File: src/rtl/fifo_uart_tx.sv
// fifo_uart_tx: UART transmitter that drains the read side of an asynchronous FIFO.
// It watches i_empty, latches i_rd_data and pulses o_r_inc once per word, then shifts the
// word out LSB first as a start/data/stop frame. All logic runs in the FIFO read clock domain.
// Optional feature: define FIFO_UART_TX_PARITY_EN to insert an even-parity bit before the
// stop bit (11-bit frame instead of 10).
module fifo_uart_tx #(
  parameter int unsigned width        = 8,
  parameter int unsigned CLKS_PER_BIT = 16
) (
  input  logic             i_clk,
  input  logic             i_rst,
  input  logic             i_en,
  input  logic             i_empty,
  input  logic [width-1:0] i_rd_data,
  output logic             o_r_inc,
  output logic             o_tx_out,
  output logic             o_busy
);

  localparam int unsigned CntW = (CLKS_PER_BIT > 1) ? $clog2(CLKS_PER_BIT) : 1;
  localparam int unsigned IdxW = $clog2(width) + 1;
  localparam logic [CntW-1:0] CntLast = CntW'(CLKS_PER_BIT - 1);
  localparam logic [IdxW-1:0] IdxLast = IdxW'(width - 1);

`ifdef FIFO_UART_TX_PARITY_EN
  typedef enum logic [2:0] {StIdle, StStart, StData, StParity, StStop} state_e;
`else
  typedef enum logic [2:0] {StIdle, StStart, StData, StStop} state_e;
`endif

  state_e           r_state, w_state_next;
  logic [CntW-1:0]  r_cnt, w_cnt_next;
  logic [IdxW-1:0]  r_idx, w_idx_next;
  logic [width-1:0] r_shift, w_shift_next;
  logic [width-1:0] w_shift_shr;
  logic             r_tx, w_tx_next;
  logic             r_busy, w_busy_next;
  logic             r_rinc, w_rinc_next;
  logic             w_bit_end;
`ifdef FIFO_UART_TX_PARITY_EN
  logic             r_parity, w_parity_next;
`endif

  assign w_bit_end   = (r_cnt == CntLast);
  assign w_shift_shr = r_shift >> 1;

  // Next-state and registered-output values; every frame field lasts CLKS_PER_BIT cycles.
  always_comb begin
    w_state_next  = r_state;
    w_cnt_next    = r_cnt;
    w_idx_next    = r_idx;
    w_shift_next  = r_shift;
    w_tx_next     = r_tx;
    w_busy_next   = r_busy;
    w_rinc_next   = 1'b0;
`ifdef FIFO_UART_TX_PARITY_EN
    w_parity_next = r_parity;
`endif
    unique case (r_state)
      StIdle: begin
        w_cnt_next  = '0;
        w_idx_next  = '0;
        w_tx_next   = 1'b1;
        w_busy_next = 1'b0;
        // Pop and start bit happen on the same edge: zero pop-to-line latency.
        if (i_en && !i_empty) begin
          w_shift_next  = i_rd_data;
`ifdef FIFO_UART_TX_PARITY_EN
          w_parity_next = ^i_rd_data;
`endif
          w_rinc_next   = 1'b1;
          w_tx_next     = 1'b0;
          w_busy_next   = 1'b1;
          w_state_next  = StStart;
        end
      end
      StStart: begin
        if (w_bit_end) begin
          w_cnt_next   = '0;
          w_idx_next   = '0;
          w_tx_next    = r_shift[0];
          w_state_next = StData;
        end else begin
          w_cnt_next = r_cnt + 1'b1;
        end
      end
      StData: begin
        if (w_bit_end) begin
          w_cnt_next = '0;
          if (r_idx == IdxLast) begin
`ifdef FIFO_UART_TX_PARITY_EN
            w_tx_next    = r_parity;
            w_state_next = StParity;
`else
            w_tx_next    = 1'b1;
            w_state_next = StStop;
`endif
          end else begin
            // Shift so the next data bit is always at position 0.
            w_idx_next   = r_idx + 1'b1;
            w_shift_next = w_shift_shr;
            w_tx_next    = w_shift_shr[0];
          end
        end else begin
          w_cnt_next = r_cnt + 1'b1;
        end
      end
`ifdef FIFO_UART_TX_PARITY_EN
      StParity: begin
        if (w_bit_end) begin
          w_cnt_next   = '0;
          w_tx_next    = 1'b1;
          w_state_next = StStop;
        end else begin
          w_cnt_next = r_cnt + 1'b1;
        end
      end
`endif
      StStop: begin
        // Return to idle here; the next pop is evaluated one edge later, giving the idle cycle.
        if (w_bit_end) begin
          w_cnt_next   = '0;
          w_tx_next    = 1'b1;
          w_busy_next  = 1'b0;
          w_state_next = StIdle;
        end else begin
          w_cnt_next = r_cnt + 1'b1;
        end
      end
      default: begin
        w_cnt_next   = '0;
        w_idx_next   = '0;
        w_tx_next    = 1'b1;
        w_busy_next  = 1'b0;
        w_state_next = StIdle;
      end
    endcase
  end

  // State and output registers; reset abandons any partial frame immediately.
  always_ff @(posedge i_clk or posedge i_rst) begin
    if (i_rst) begin
      r_state  <= StIdle;
      r_cnt    <= '0;
      r_idx    <= '0;
      r_shift  <= '0;
      r_tx     <= 1'b1;
      r_busy   <= 1'b0;
      r_rinc   <= 1'b0;
`ifdef FIFO_UART_TX_PARITY_EN
      r_parity <= 1'b0;
`endif
    end else begin
      r_state  <= w_state_next;
      r_cnt    <= w_cnt_next;
      r_idx    <= w_idx_next;
      r_shift  <= w_shift_next;
      r_tx     <= w_tx_next;
      r_busy   <= w_busy_next;
      r_rinc   <= w_rinc_next;
`ifdef FIFO_UART_TX_PARITY_EN
      r_parity <= w_parity_next;
`endif
    end
  end

  assign o_r_inc  = r_rinc;
  assign o_tx_out = r_tx;
  assign o_busy   = r_busy;

endmodule

File: config.mk
export PLATFORM = sky130hd
export DESIGN_NAME = fifo_uart_tx
export DESIGN_NICKNAME = d
export VERILOG_FILES = /design/src/rtl/fifo_uart_tx.sv
export SDC_FILE = /design/constraint.sdc
export NUM_CORES = 1
export LEC_CHECK = 0
export ABC_AREA = 1
export CELL_PAD_IN_SITES_DETAIL_PLACEMENT = 0
export CELL_PAD_IN_SITES_GLOBAL_PLACEMENT = 1
export CORE_ASPECT_RATIO = 0.6
export CORE_UTILIZATION = 39
export CTS_CLUSTER_SIZE = 10
export DETAILED_ROUTE_END_ITERATION = 8
export PLACE_DENSITY = 0.85
export SLEW_MARGIN = 20
export SYNTH_ARGS = -nofsm -noshare
export SYNTH_HDL_FRONTEND = slang
export SYNTH_SLANG_ARGS = --single-unit
File: constraint.sdc
create_clock -name i_clk -period 2.1 [get_ports i_clk]
set_clock_uncertainty 0.15 [all_clocks]
set_input_delay 0.21 -clock i_clk [delete_from_list [all_inputs] [get_ports i_clk]]
set_output_delay 0.21 -clock i_clk [all_outputs]
set_load 0.005 [all_outputs]
==> results.md <==
* Post-synthesis mux area share at 0%
* Max-slew headroom at 68.02%
* CP cell instances: inv_1 -> ha_1 -> nand2_1 -> nand2_4 -> nand2_4 -> nand2_1 -> nand2_1
* Die Width at 72.18 µm
* Core Region at 2645 µm²
* Critical path type: flop to flop
* Largest net degree at the start of global routing at 22
* Ys Warns at 0
* Drt first pass iters at 4
* CTS buffer count at 3
* Critical path buffers and inverters at 1
* First DRT Iteration DRCs at 107
* Fraction of layout cells with a size suffix above 1 at 8.434%
* Design area at 1394 µm²
* Via density at 4.617
* VDD IR-drop max at 709.5 µV
* Seq/Total Area, Yosys at 45.71%
* First-pass GRT wire length at 3836 µm
* Status: finished clean
* Max Clock Freq at 532.2 MHz
* Largest family of logic cells by synthesized area: simple AND/OR/NAND/NOR gates
* Post-Synth Adder-Cell Area at 7.600%
* CTS resizes at 0
* CP required at 2.10 ns
* Area growth from synthesis to layout at 20.96%
* CTS Buffer Depth at 2
* Syn Inst Count at 148
* Most common cell after layout, fill and taps aside: nand2_1
* Crit path launch type: flop
* Max-Cap Viols at 0
* Final setup viols at 0
* Total GRT Usage at 16.15%
* Die Span Y at 44.11 µm
* Lkg Pwr at 0.7278 nW
* Most frequent CP cell: nand2_1
* Worst skew pair latency at 0.26 ns
* Worst-Margin Slew at 0.4797 ns
* Tightest hold margin at 0.1206 ns
* Net Count, Synth at 167
* Final WL at 2239 µm
* Vias at 951
* Num rows at 14
* Hpwl dp at 1781 µm
* Critical Path AT at 1.88 ns
* Post-synth EDFFs at 0
* Wire per inst at 10.87 µm
* IO Count at 15
* Synth Area in Compound Gates at 5.212%
* ANT cells at 0
* Final Util at 52.70%
* Final critical-path share of the clock period at 89.47%
* Hold Buf Count CTS at 0
* Final #Nets at 186
* Post-CTS setup repair buffer count at 0
* Post-Synth Simple-Gate Area at 36.16%
* FFs w/ async S/R, synth at 100.0%
* Synth unique cells at 22
* Seq cells post-synth at 21
* Critical Path Fanout Max at 14
* Hold Crit Class: primary input to async pin
* Top cell type's share of synthesized area at 43.43%
* Delay-heaviest family, CP: simple AND/OR/NAND/NOR gates
* CP max stage delay at 0.46 ns
* Ys flop type: dfrtp_1
* XOR/XNOR Fraction of Synth Area at 0.7600%
* Initial Utilization at 43.57%
* Vias in the first global route at 816
* Slew Viols, Final at 0
* Fin. Hold Viols at 0
* Unrepaired setup endpoints after global routing: no
* CP max-delay cell: ha_1
* PortBufs at 14
* Clk slew on worst S/H paths at 0.08 ns
* Antenna violations before repair at 0
* Routability cong. at 0.8437
* Syn Area/Cell at 7.786 µm²
* Top cells by area, synth: dfrtp_1, nand2_1, ha_1
* Cell Area, Synth at 1152 µm²
* Post-route ant nets at 0
* CTS tree: built
* CP Capture Type: flop
* Power Dens Cells at 1360 nW/µm²
* Overflow left after global routing at 0
* Residual DRC at 0
* TNS Setup at 0 ns
* Min Clock Period, post-route at 1.879 ns
* Filler Cell Count at 249
* Most frequent cells in the layout: nand2_1, dfrtp_1, clkdlybuf4s50_1, nand3_1, inv_1
* Area leader, netlist: dfrtp_1
* CTS root buffer: clkbuf_8
* Post-DP Area at 1348 µm²
* CTS sink count at 21
* Die Area at 3183 µm²
* H-tree Lvls at 1
==> cells by family (layout without fill, tap and decap cells) <==
kind of cell,after synthesis,in the layout
AND/OR/NAND/NOR,94,94
flip-flops,21,21
XOR/XNOR,1,1
AO/OA/AOI/OAI,12,12
buffers and inverters,13,31
adder cells (fa/ha/maj),7,7
==> layout make-up <==
type,instances,area (µm²),share of cell area (%)
Sequential cell,21,526.8,37.79
Inverter,11,42.54,3.052
Clock inverter,1,5.005,0.3591
Clock buffer,3,41.29,2.962
Multi-Input combinational cell,114,573.1,41.11
Tap cell,40,50.05,3.591
Timing Repair Buffer,16,155.1,11.13
==> worst paths after layout <==
check | from | to | slack [ns] | depth (start not counted)
max | r_state[0]$_DFFE_PP0P_ | r_shift[7]$_DFFE_PP0P_ | 0.22 | 7
min | i_rst | r_idx[1]$_DFFE_PP0P_ | 0.12 | 3
max reg2reg | r_state[0]$_DFFE_PP0P_ | r_shift[7]$_DFFE_PP0P_ | 0.22 | 7
min reg2reg | r_cnt[0]$_DFF_PP0_ | r_cnt[0]$_DFF_PP0_ | 0.31 | 1
max in group asynchronous | i_rst | o_tx_out$_DFFE_PP1P_ | 1.42 | 3
min in group i_clk | r_cnt[0]$_DFF_PP0_ | r_cnt[0]$_DFF_PP0_ | 0.31 | 1
==> cell usage after synthesis, drive strengths merged, types with 2 or more instances <==
library cell and n:
o21ai 9, a21oi 3, nand2 68, nor2 4, nand4 2, dfrtp 20
ha 7, nand3b 3, buf 2, or2 2, inv 10, nand3 14
==> power breakdown <==
part           internal, W  switching, W
registers         0.000571      0.000117
clock network     0.000132      0.000134
logic             0.000351      0.000590
==> stage by stage <==
step / setup slack (ns) / std cells / total power (W)
after floorplan: 0.6437 / 148 / 0.001382
after global placement: 0.2855 / 202 / 0.001630
after detailed placement: 0.2325 / 202 / 0.001645
after CTS: 0.2205 / 206 / 0.001910
after global routing: 0.04545 / 206 / 0.002100
final: 0.2211 / 206 / 0.001896
==> state kept, by name (all words and copies together) (netlist names) <==
signal,flops
r_shift,8
r_cnt,4
r_idx,4
r_state,2
o_busy,1
o_r_inc,1
o_tx_out,1
==> tightest hold or removal path, delay by kind of cell <==
family / cells / cell delay (ns)
buffers and inverters: 3 / 0.71
==> layer usage <==
metal / vias to the layer above / global-route usage, % / routed length, µm
met3: 0 / 5.467 / 155
met2: 28 / 20.93 / 850
met4: 0 / 2.353 / 0
li1: 510 / - / -
met1: 413 / 25.72 / 1233
met5: - / 0 / 0
No activity file was read; power rests on OpenSTA's default activity.
